**config.mk**
```make
export PLATFORM = sky130hd
export DESIGN_NAME = display_source_arbiter
export DESIGN_NICKNAME = d
export VERILOG_FILES = /design/src/rtl/display_source_arbiter.sv
export SDC_FILE = /design/constraint.sdc
export NUM_CORES = 1
export LEC_CHECK = 0
export BUFFER_PORTS_ARGS = -buffer_cell sky130_fd_sc_hd__buf_2
export CORE_MARGIN = 10
export CORE_UTILIZATION = 40
export DETAILED_ROUTE_END_ITERATION = 8
export PLACE_DENSITY = 0.58
export SETUP_SLACK_MARGIN = 0.3
export SYNTH_ARGS = -nofsm -noshare
export SYNTH_HDL_FRONTEND = slang
export SYNTH_SLANG_ARGS = --single-unit
export TNS_END_PERCENT = 20
```
**constraint.sdc**
```tcl
create_clock -name clk -period 3.55 [get_ports clk]
set_clock_uncertainty 0.2 [all_clocks]
set_input_delay 0.1775 -clock clk [delete_from_list [all_inputs] [get_ports clk]]
set_output_delay 0.1775 -clock clk [all_outputs]
set_load 0.01 [all_outputs]
```
**src/rtl/display_source_arbiter.sv**
```systemverilog
// display_source_arbiter: captures N_CH producer values and selects which one feeds the BCD converter.
//   clk        system clock
//   rst        asynchronous active-high reset
//   ch_valid   per-channel one-cycle capture strobe
//   ch_data    channel i value at [i*DATA_W +: DATA_W]
//   clr        synchronous clear of captured values, held flags and selection
//   scroll_en  1 = timed auto-scroll over held channels, 0 = last-event priority
//   sel_o      index of the displayed channel
//   data_o     displayed value (cap[sel_o], 0 for an unreachable index)
//   held_o     channels captured since reset/clr
//   upd_o      one-cycle pulse when a new sel_o/data_o first becomes visible
module display_source_arbiter #(
    parameter int N_CH = 3,
    parameter int DATA_W = 16,
    parameter int DWELL_CYC = 50_000_000,
    localparam int SEL_W = $clog2(N_CH)
) (
    input  logic                   clk,
    input  logic                   rst,
    input  logic [N_CH-1:0]        ch_valid,
    input  logic [N_CH*DATA_W-1:0] ch_data,
    input  logic                   clr,
    input  logic                   scroll_en,
    output logic [SEL_W-1:0]       sel_o,
    output logic [DATA_W-1:0]      data_o,
    output logic [N_CH-1:0]        held_o,
    output logic                   upd_o
);
    localparam int CNT_W = $clog2(DWELL_CYC);
    localparam logic [CNT_W-1:0] CNT_MAX = CNT_W'(DWELL_CYC - 1);

    typedef enum logic [1:0] {S_MANUAL, S_DWELL, S_ADVANCE} state_t;

    state_t            st;
    logic [DATA_W-1:0] cap [N_CH];
    logic [CNT_W-1:0]  cnt;
    logic              any_v;
    logic              has_above;
    logic [SEL_W-1:0]  hi, above, wrap, nxt, sel_n;
    logic [DATA_W-1:0] data_n;

    assign any_v = |ch_valid;

    // sel_n/data_n are the selection and displayed value after this edge, so upd_o
    // can be registered in the same cycle the change lands.
    always_comb begin
        hi = '0;
        above = '0;
        wrap = '0;
        has_above = 1'b0;
        data_o = '0;
        data_n = '0;
        for (int i = 0; i < N_CH; i++)
            if (ch_valid[i]) hi = SEL_W'(i);
        // descending scan leaves the lowest held index above sel_o, and the lowest held overall
        for (int i = N_CH - 1; i >= 0; i--) begin
            if (held_o[i] && SEL_W'(i) > sel_o) begin
                above = SEL_W'(i);
                has_above = 1'b1;
            end
            if (held_o[i]) wrap = SEL_W'(i);
        end
        nxt = has_above ? above : wrap;
        sel_n = clr ? '0 : any_v ? hi : (st == S_ADVANCE && scroll_en) ? nxt : sel_o;
        for (int i = 0; i < N_CH; i++) begin
            if (sel_o == SEL_W'(i)) data_o = cap[i];
            if (sel_n == SEL_W'(i)) data_n = clr ? '0 : ch_valid[i] ? ch_data[i*DATA_W +: DATA_W] : cap[i];
        end
    end

    always_ff @(posedge clk or posedge rst) begin
        if (rst) begin
            st <= S_MANUAL;
            cnt <= '0;
            sel_o <= '0;
            held_o <= '0;
            upd_o <= 1'b0;
            for (int i = 0; i < N_CH; i++) cap[i] <= '0;
        end else begin
            for (int i = 0; i < N_CH; i++)
                if (clr) cap[i] <= '0;
                else if (ch_valid[i]) cap[i] <= ch_data[i*DATA_W +: DATA_W];
            held_o <= clr ? '0 : held_o | ch_valid;
            sel_o <= sel_n;
            upd_o <= (sel_n != sel_o) || (data_n != data_o);
            // the dwell timer restarts on any event and parks at CNT_MAX until the advance
            cnt <= (st == S_DWELL && scroll_en && !clr && !any_v && cnt != CNT_MAX) ? cnt + 1'b1 : '0;
            st <= !scroll_en ? S_MANUAL :
                  (st == S_DWELL && !clr && !any_v && cnt == CNT_MAX) ? S_ADVANCE : S_DWELL;
        end
    end
endmodule

```
# Word-level counts from Yosys, hierarchy flattened
# Cells that the tools add are included.
# word_totals
register_bits,82
out_inout_bits,22
# classes
eq_ne,10
n_lt_le_gt_ge,3
n_mux,31
reduce_logical,17
n_bitwise,1
add_sub_neg,1
# op_table
cell,count
16-bit two-way mux,12
"26-bit by 1-bit adder with 26-bit output, second input constant",1
"26-bit equality test, second input constant",1
2-bit two-way mux,13
26-bit two-way mux,1
"26-bit inequality test, second input constant",1
16-bit inequality test,1
1-bit logical AND,11
"2-bit by 1-bit equality test with 1-bit output, second input constant",3
"2-bit equality test, second input constant",3
"1-bit by 2-bit greater-than comparator with 1-bit output, first input constant",2
2-bit zero test,2
1-bit two-way mux,4
3-bit two-way mux,1
3-bit OR,1
3-bit OR reduction,1
"2-bit greater-than comparator, first input constant",1
1-bit zero test,2
2-bit inequality test,1
1-bit logical OR,1

# Depth between registers and ports, before layout
# logic_depth
depth_word,15
mapped_depth,11
depth_no_buf,8

# Least setup slack after synthesis
# No wires, ideal clock.
# synth_path
path_type,register to register
start,register st[0]
end,register upd_o
setup_time_ns,0.135
path_stages_with_launch,10
slack_ns,0.983
arrival_time_ns,2.232
path_cell_list,dfrtp_1 -> nand3b_1 -> or4b_1 -> o21ai_1 -> buf_4 -> mux2i_1 -> xor2_1 -> a31oi_1 -> nor4_2 -> nand4b_1
# synth_via
elab_chain_cells,11
elab_cells_between_ends,14
cone_classes,eq/ne: 5; mux: 6; reduce/logical: 3
# synth_lines
item,line_no,rtl
from (decl),34,state_t st;
from (signal assigned),88,st <= !scroll_en ? S_MANUAL :
2-bit equality test (*),64,sel_n = clr ? '0 : any_v ? hi : (st == S_ADVANCE && scroll_en) ? nxt : sel_o;
1-bit logical AND (*),64,
2-bit two-way mux (*) (3 in series),64,
2-bit zero test,67,if (sel_n == SEL_W'(i)) data_n = clr ? '0 : ch_valid[i] ? ch_data[i*DATA_W +: DATA_W] : cap[i];
16-bit two-way mux (3 in series),67,
16-bit inequality test,85,upd_o <= (sel_n != sel_o) || (data_n != data_o);
1-bit logical OR (*),85,
to (signal assigned),85,
to (decl),27,output logic upd_o
# Mark *: on every way between the ends. The rest lies on a longest branch, timed or not.

# Worst setup path in the final report
# layout_path
start,input scroll_en
end,register upd_o
# layout_via
elab_chain_cells,10
elab_cells_between_ends,13
cone_classes,eq/ne: 4; mux: 6; reduce/logical: 3
# layout_lines
item,line_no,rtl
from (decl),23,"input logic scroll_en,"
1-bit logical AND (*),64,
2-bit two-way mux (*) (3 in series),64,
2-bit zero test,67,
16-bit two-way mux (3 in series),67,
16-bit inequality test,85,
1-bit logical OR (*),85,
# Marks and branches as above.

==> results_tabular.tex <==
\begin{tabular}{lr}
\hline
Metric & Value \\
\hline
\multicolumn{2}{l}{\textbf{Run status}} \\
Status & completed \\
\multicolumn{2}{l}{\textbf{Yosys}} \\
Most numerous cell types in the synthesized netlist & 99 x sky130\_fd\_sc\_hd\_\_nor2\_1, 82 x sky130\_fd\_sc\_hd\_\_dfrtp\_1, 80 x sky130\_fd\_sc\_hd\_\_mux2i\_1, 26 x sky130\_fd\_sc\_hd\_\_xor2\_1, 19 x sky130\_fd\_sc\_hd\_\_xnor2\_1 \\
Post-synth top flop & sky130\_fd\_sc\_hd\_\_dfrtp\_1 \\
Number of nets produced by synthesis & approximately 530 \\
Post-synthesis register bit count & 82 \\
Leading area contributor after synthesis & sky130\_fd\_sc\_hd\_\_dfrtp\_1 \\
Number of synthesized flops with an enable pin & 0 \\
Main area contributors after synthesis & sky130\_fd\_sc\_hd\_\_dfrtp\_1 44\%, sky130\_fd\_sc\_hd\_\_mux2i\_1 17\%, sky130\_fd\_sc\_hd\_\_nor2\_1 8.0\%, sky130\_fd\_sc\_hd\_\_xor2\_1 4.9\%, sky130\_fd\_sc\_hd\_\_xnor2\_1 3.6\% \\
Share of flip-flops with an asynchronous set or reset after synthesis & 1.00 \\
Number of warnings issued by yosys & 0 \\
Cell area after synthesis & 4630 sq um \\
Area share of the leading cell type in the synthesized netlist & 0.443 \\
Distinct cell type count of the synthesized netlist & 43 \\
Average footprint of a synthesized cell & between 9 and 10 sq um \\
Gate count after technology mapping & 469 \\
Register area share after synthesis & 0.443 \\
Most frequent cell after synthesis & sky130\_fd\_sc\_hd\_\_nor2\_1 \\
\multicolumn{2}{l}{\textbf{Clock tree}} \\
Number of sinks driven by the clock tree & 82 \\
Root cell of the clock tree & sky130\_fd\_sc\_hd\_\_clkbuf\_16 \\
Number of buffers inserted by post-CTS setup repair & 0 \\
Clock-pin slew of the registers on the worst-case setup and hold paths & 60 ps \\
Clock buffer depth & 2 \\
Clock buffer count from CTS & 9 \\
H-tree depth reported by CTS & 3 \\
Insertion delay of the later-clocked pin in the worst-skew pair & 330 ps \\
TritonCTS clock tree & built \\
\multicolumn{2}{l}{\textbf{Placement}} \\
Placed wire-length estimate after detailed placement & between 9 and 10 mm \\
Number of port buffers & 76 \\
Placed cell areas & 5140 sq um \\
Final estimated routing congestion in global placement & 0.791 \\
\multicolumn{2}{l}{\textbf{Routing}} \\
Number of vias in the routed layout & 3,839 \\
Post-route antenna net violation count & 0 \\
Drt pass-1 iters & 4 \\
Number of DRC violations after detailed routing & 0 \\
Drt first-iter violations & 232 \\
Routed wire length per instance & between 15 and 20 um \\
Per-cell via count in the routed design & 5.26 \\
Final WL & 12.4 mm \\
\multicolumn{2}{l}{\textbf{Floorplan}} \\
Core region area & 11,400 sq um \\
DIE HEIGHT & $\sim$130 um \\
Die width & 128 um \\
I/O pin count & 77 \\
Starting density of the core & 0.407 \\
\# rows & 39 \\
Overall die area & 16,300 sq um \\
\multicolumn{2}{l}{\textbf{Power}} \\
Relative contribution of the clock network to total power & 0.404 \\
Share of total power consumed by net switching & 0.255 \\
Comb power frac & 0.169 \\
Power Total & 2.32 mW \\
Leakage power & between 2 and 3 nW \\
Sequential Power Share & 0.427 \\
Switching component of the power & a little under 0.6 mW \\
Internal power & about 1.7 mW \\
Power Dens Cells & 397 nW/um\^{}2 \\
Maximum ir drop on the vdd rail & 207 uV \\
\multicolumn{2}{l}{\textbf{Cells and area}} \\
Total inserted antenna cells & 0 \\
Fin area & 5850 sq um \\
Total Nets Final & roughly 640 \\
Syn-to-layout area delta & 26.3\% \\
Share of post-route cells with drive strength above 1 & 0.179 \\
\multicolumn{2}{l}{\textbf{Timing}} \\
Final setup vio count & 0 \\
Fin crit share & 0.839 \\
Final hold violation count & 0 \\
Fmax achieved & 336 MHz \\
Max-slew violation total from the final report & 0 \\
Setup repair after global routing missed its margin & no \\
Post-layout minimum cycle time & 2980 ps \\
Final setup TNS & 0 ps \\
Worst-margin pin slew & 716 ps \\
Worst hold slack & 13.9 ps \\
Worst slew margin relative to its limit & 0.523 \\
\multicolumn{2}{l}{\textbf{Global routing}} \\
Pin count of the biggest net entering global routing & 38 \\
Via count of the first global-routing pass & 4,105 \\
Routing usage on met2 & 0.247 \\
Global router's overall resource usage & 0.157 \\
Antenna violations before repair & 0 \\
Met3 layer usage reported by global route & 0.0414 \\
Remaining global-route overflow & 0 \\
Busiest metal layer after global routing & met2 \\
Met1 track demand over resource in global routing & 0.204 \\
First-pass GRT wire length & between 20 and 25 mm \\
\multicolumn{2}{l}{\textbf{Critical path}} \\
Top fanout value on the critical path & 29 \\
Worst endpoint required time & between 3000 and 4000 ps \\
Kind of start point of the critical path & input pin \\
Cells on worst reg2reg path & 8 \\
Crit Path Class & input pin to register \\
Critical path capture point type & register \\
Crit path arrival time & $\sim$3000 ps \\
\multicolumn{2}{l}{\textbf{Min path}} \\
Worst min-delay path class & input pin to register \\
Cells on Worst Hold Path & 3 \\
\multicolumn{2}{l}{\textbf{Flow run}} \\
Max\_cap viols & 0 \\
\hline
\end{tabular}
-- layout make-up --
| type | count | area, sq um |
|---|---|---|
| sequential | 82 | 2050 |
| timing repair buffer | 128 | 877 |
| tap | 143 | 179 |
| fill | 1074 | 5520 |
| clock inverter | 2 | 35.0 |
| clock buffer | 14 | 264 |
| inverter | 5 | 20.0 |
| multi-input combinational | 356 | 2420 |
-- state kept, by name (all words and copies together), names as in the netlist --
register  flops
upd_o         1
held_o        3
st            2
sel_o         2
cnt          26
cap          48
-- cell usage in the layout (no fill, tap or decap), types with 5 or more instances in the layout --
master	synthesis	final
sky130_fd_sc_hd__a21oi_1	5	5
sky130_fd_sc_hd__a31oi_1	8	8
sky130_fd_sc_hd__and3_1	8	8
sky130_fd_sc_hd__buf_2	10	76
sky130_fd_sc_hd__buf_4	6	10
sky130_fd_sc_hd__clkbuf_16	0	9
sky130_fd_sc_hd__dfrtp_1	82	82
sky130_fd_sc_hd__dlygate4sd3_1	0	41
sky130_fd_sc_hd__mux2i_1	80	80
sky130_fd_sc_hd__nand2_1	15	15
sky130_fd_sc_hd__nand3_1	14	14
sky130_fd_sc_hd__nand4_1	6	6
sky130_fd_sc_hd__nor2_1	99	99
sky130_fd_sc_hd__nor4bb_1	8	8
sky130_fd_sc_hd__o211ai_1	6	6
sky130_fd_sc_hd__o21ai_0	13	13
sky130_fd_sc_hd__o2bb2ai_1	12	12
sky130_fd_sc_hd__xnor2_1	19	19
sky130_fd_sc_hd__xor2_1	26	26
-- metrics by stage --
stage                     worst slack [ps]  utilization  instances
after floorplan                        983            -        469
after global placement                 662        0.452        673
after detailed placement               571        0.452        673
after CTS                              495        0.514        730
after global routing                   337        0.515        730
final                                  573        0.515        730
-- logic make-up after synthesis --
family | count (synthesis) | share of synthesized area
AOI/OAI and AO/OA | 53 | 0.0770
and+or+nand+nor | 177 | 0.185
DFF | 82 | 0.443
xor gates and xnor gates | 45 | 0.0851
adders and majority gates | 1 | 0.00270
muxes | 80 | 0.173
buffers and inverters | 31 | 0.0343
-- per-layer routing --
metal | wire length, um | vias up
met5 | 0 | -
met4 | 184 | 0
met3 | 661 | 21
met2 | 5730 | 73
met1 | 5840 | 1860
li1 | - | 1885
-- power groups by stage --
stage               sequential [mW]  combinational, mW  clock [mW]
floorplan                      1.00              0.245           0
finish                        0.993              0.392       0.938
global route                  0.997              0.436        1.00
global placement               1.01              0.356           0
CTS                           0.993              0.397       0.961
detailed placement             1.01              0.360           0
-- worst max-delay path: stages --
cell and delay (ps):
sky130_fd_sc_hd__dlygate4sd3_1 520, sky130_fd_sc_hd__buf_2 130, sky130_fd_sc_hd__nand3b_1 130, sky130_fd_sc_hd__or4b_1 570, sky130_fd_sc_hd__o21ai_2 150, sky130_fd_sc_hd__buf_6 300
sky130_fd_sc_hd__mux2i_1 310, sky130_fd_sc_hd__xor2_1 170, sky130_fd_sc_hd__a31oi_1 120, sky130_fd_sc_hd__nor4_2 280, sky130_fd_sc_hd__nand4b_1 120
-- repair_timing --
| action | 4_1_cts | 5_1_grt |
|---|---|---|
| resized for setup | 0 | 1 |
| endpoints found under the hold margin | 70 | 0 |
| hold buffers | 41 | 0 |
| endpoints found under the setup margin | 0 | 1 |
-- path summary, 6_finish.rpt --
kind	from	end	slack [ps]
min	ch_data[41]	cap[9]$_DFF_PP0_	10
min reg2reg	cnt[0]$_DFF_PP0_	cnt[0]$_DFF_PP0_	320
max reg2reg	sel_o[1]$_DFF_PP0_	upd_o$_DFF_PP0_	630
max	scroll_en	upd_o$_DFF_PP0_	570
max in group asynchronous	rst	cap[43]$_DFF_PP0_	2160
min in group asynchronous	rst	cap[3]$_DFF_PP0_	210
Power figures use the tool's default switching activity.
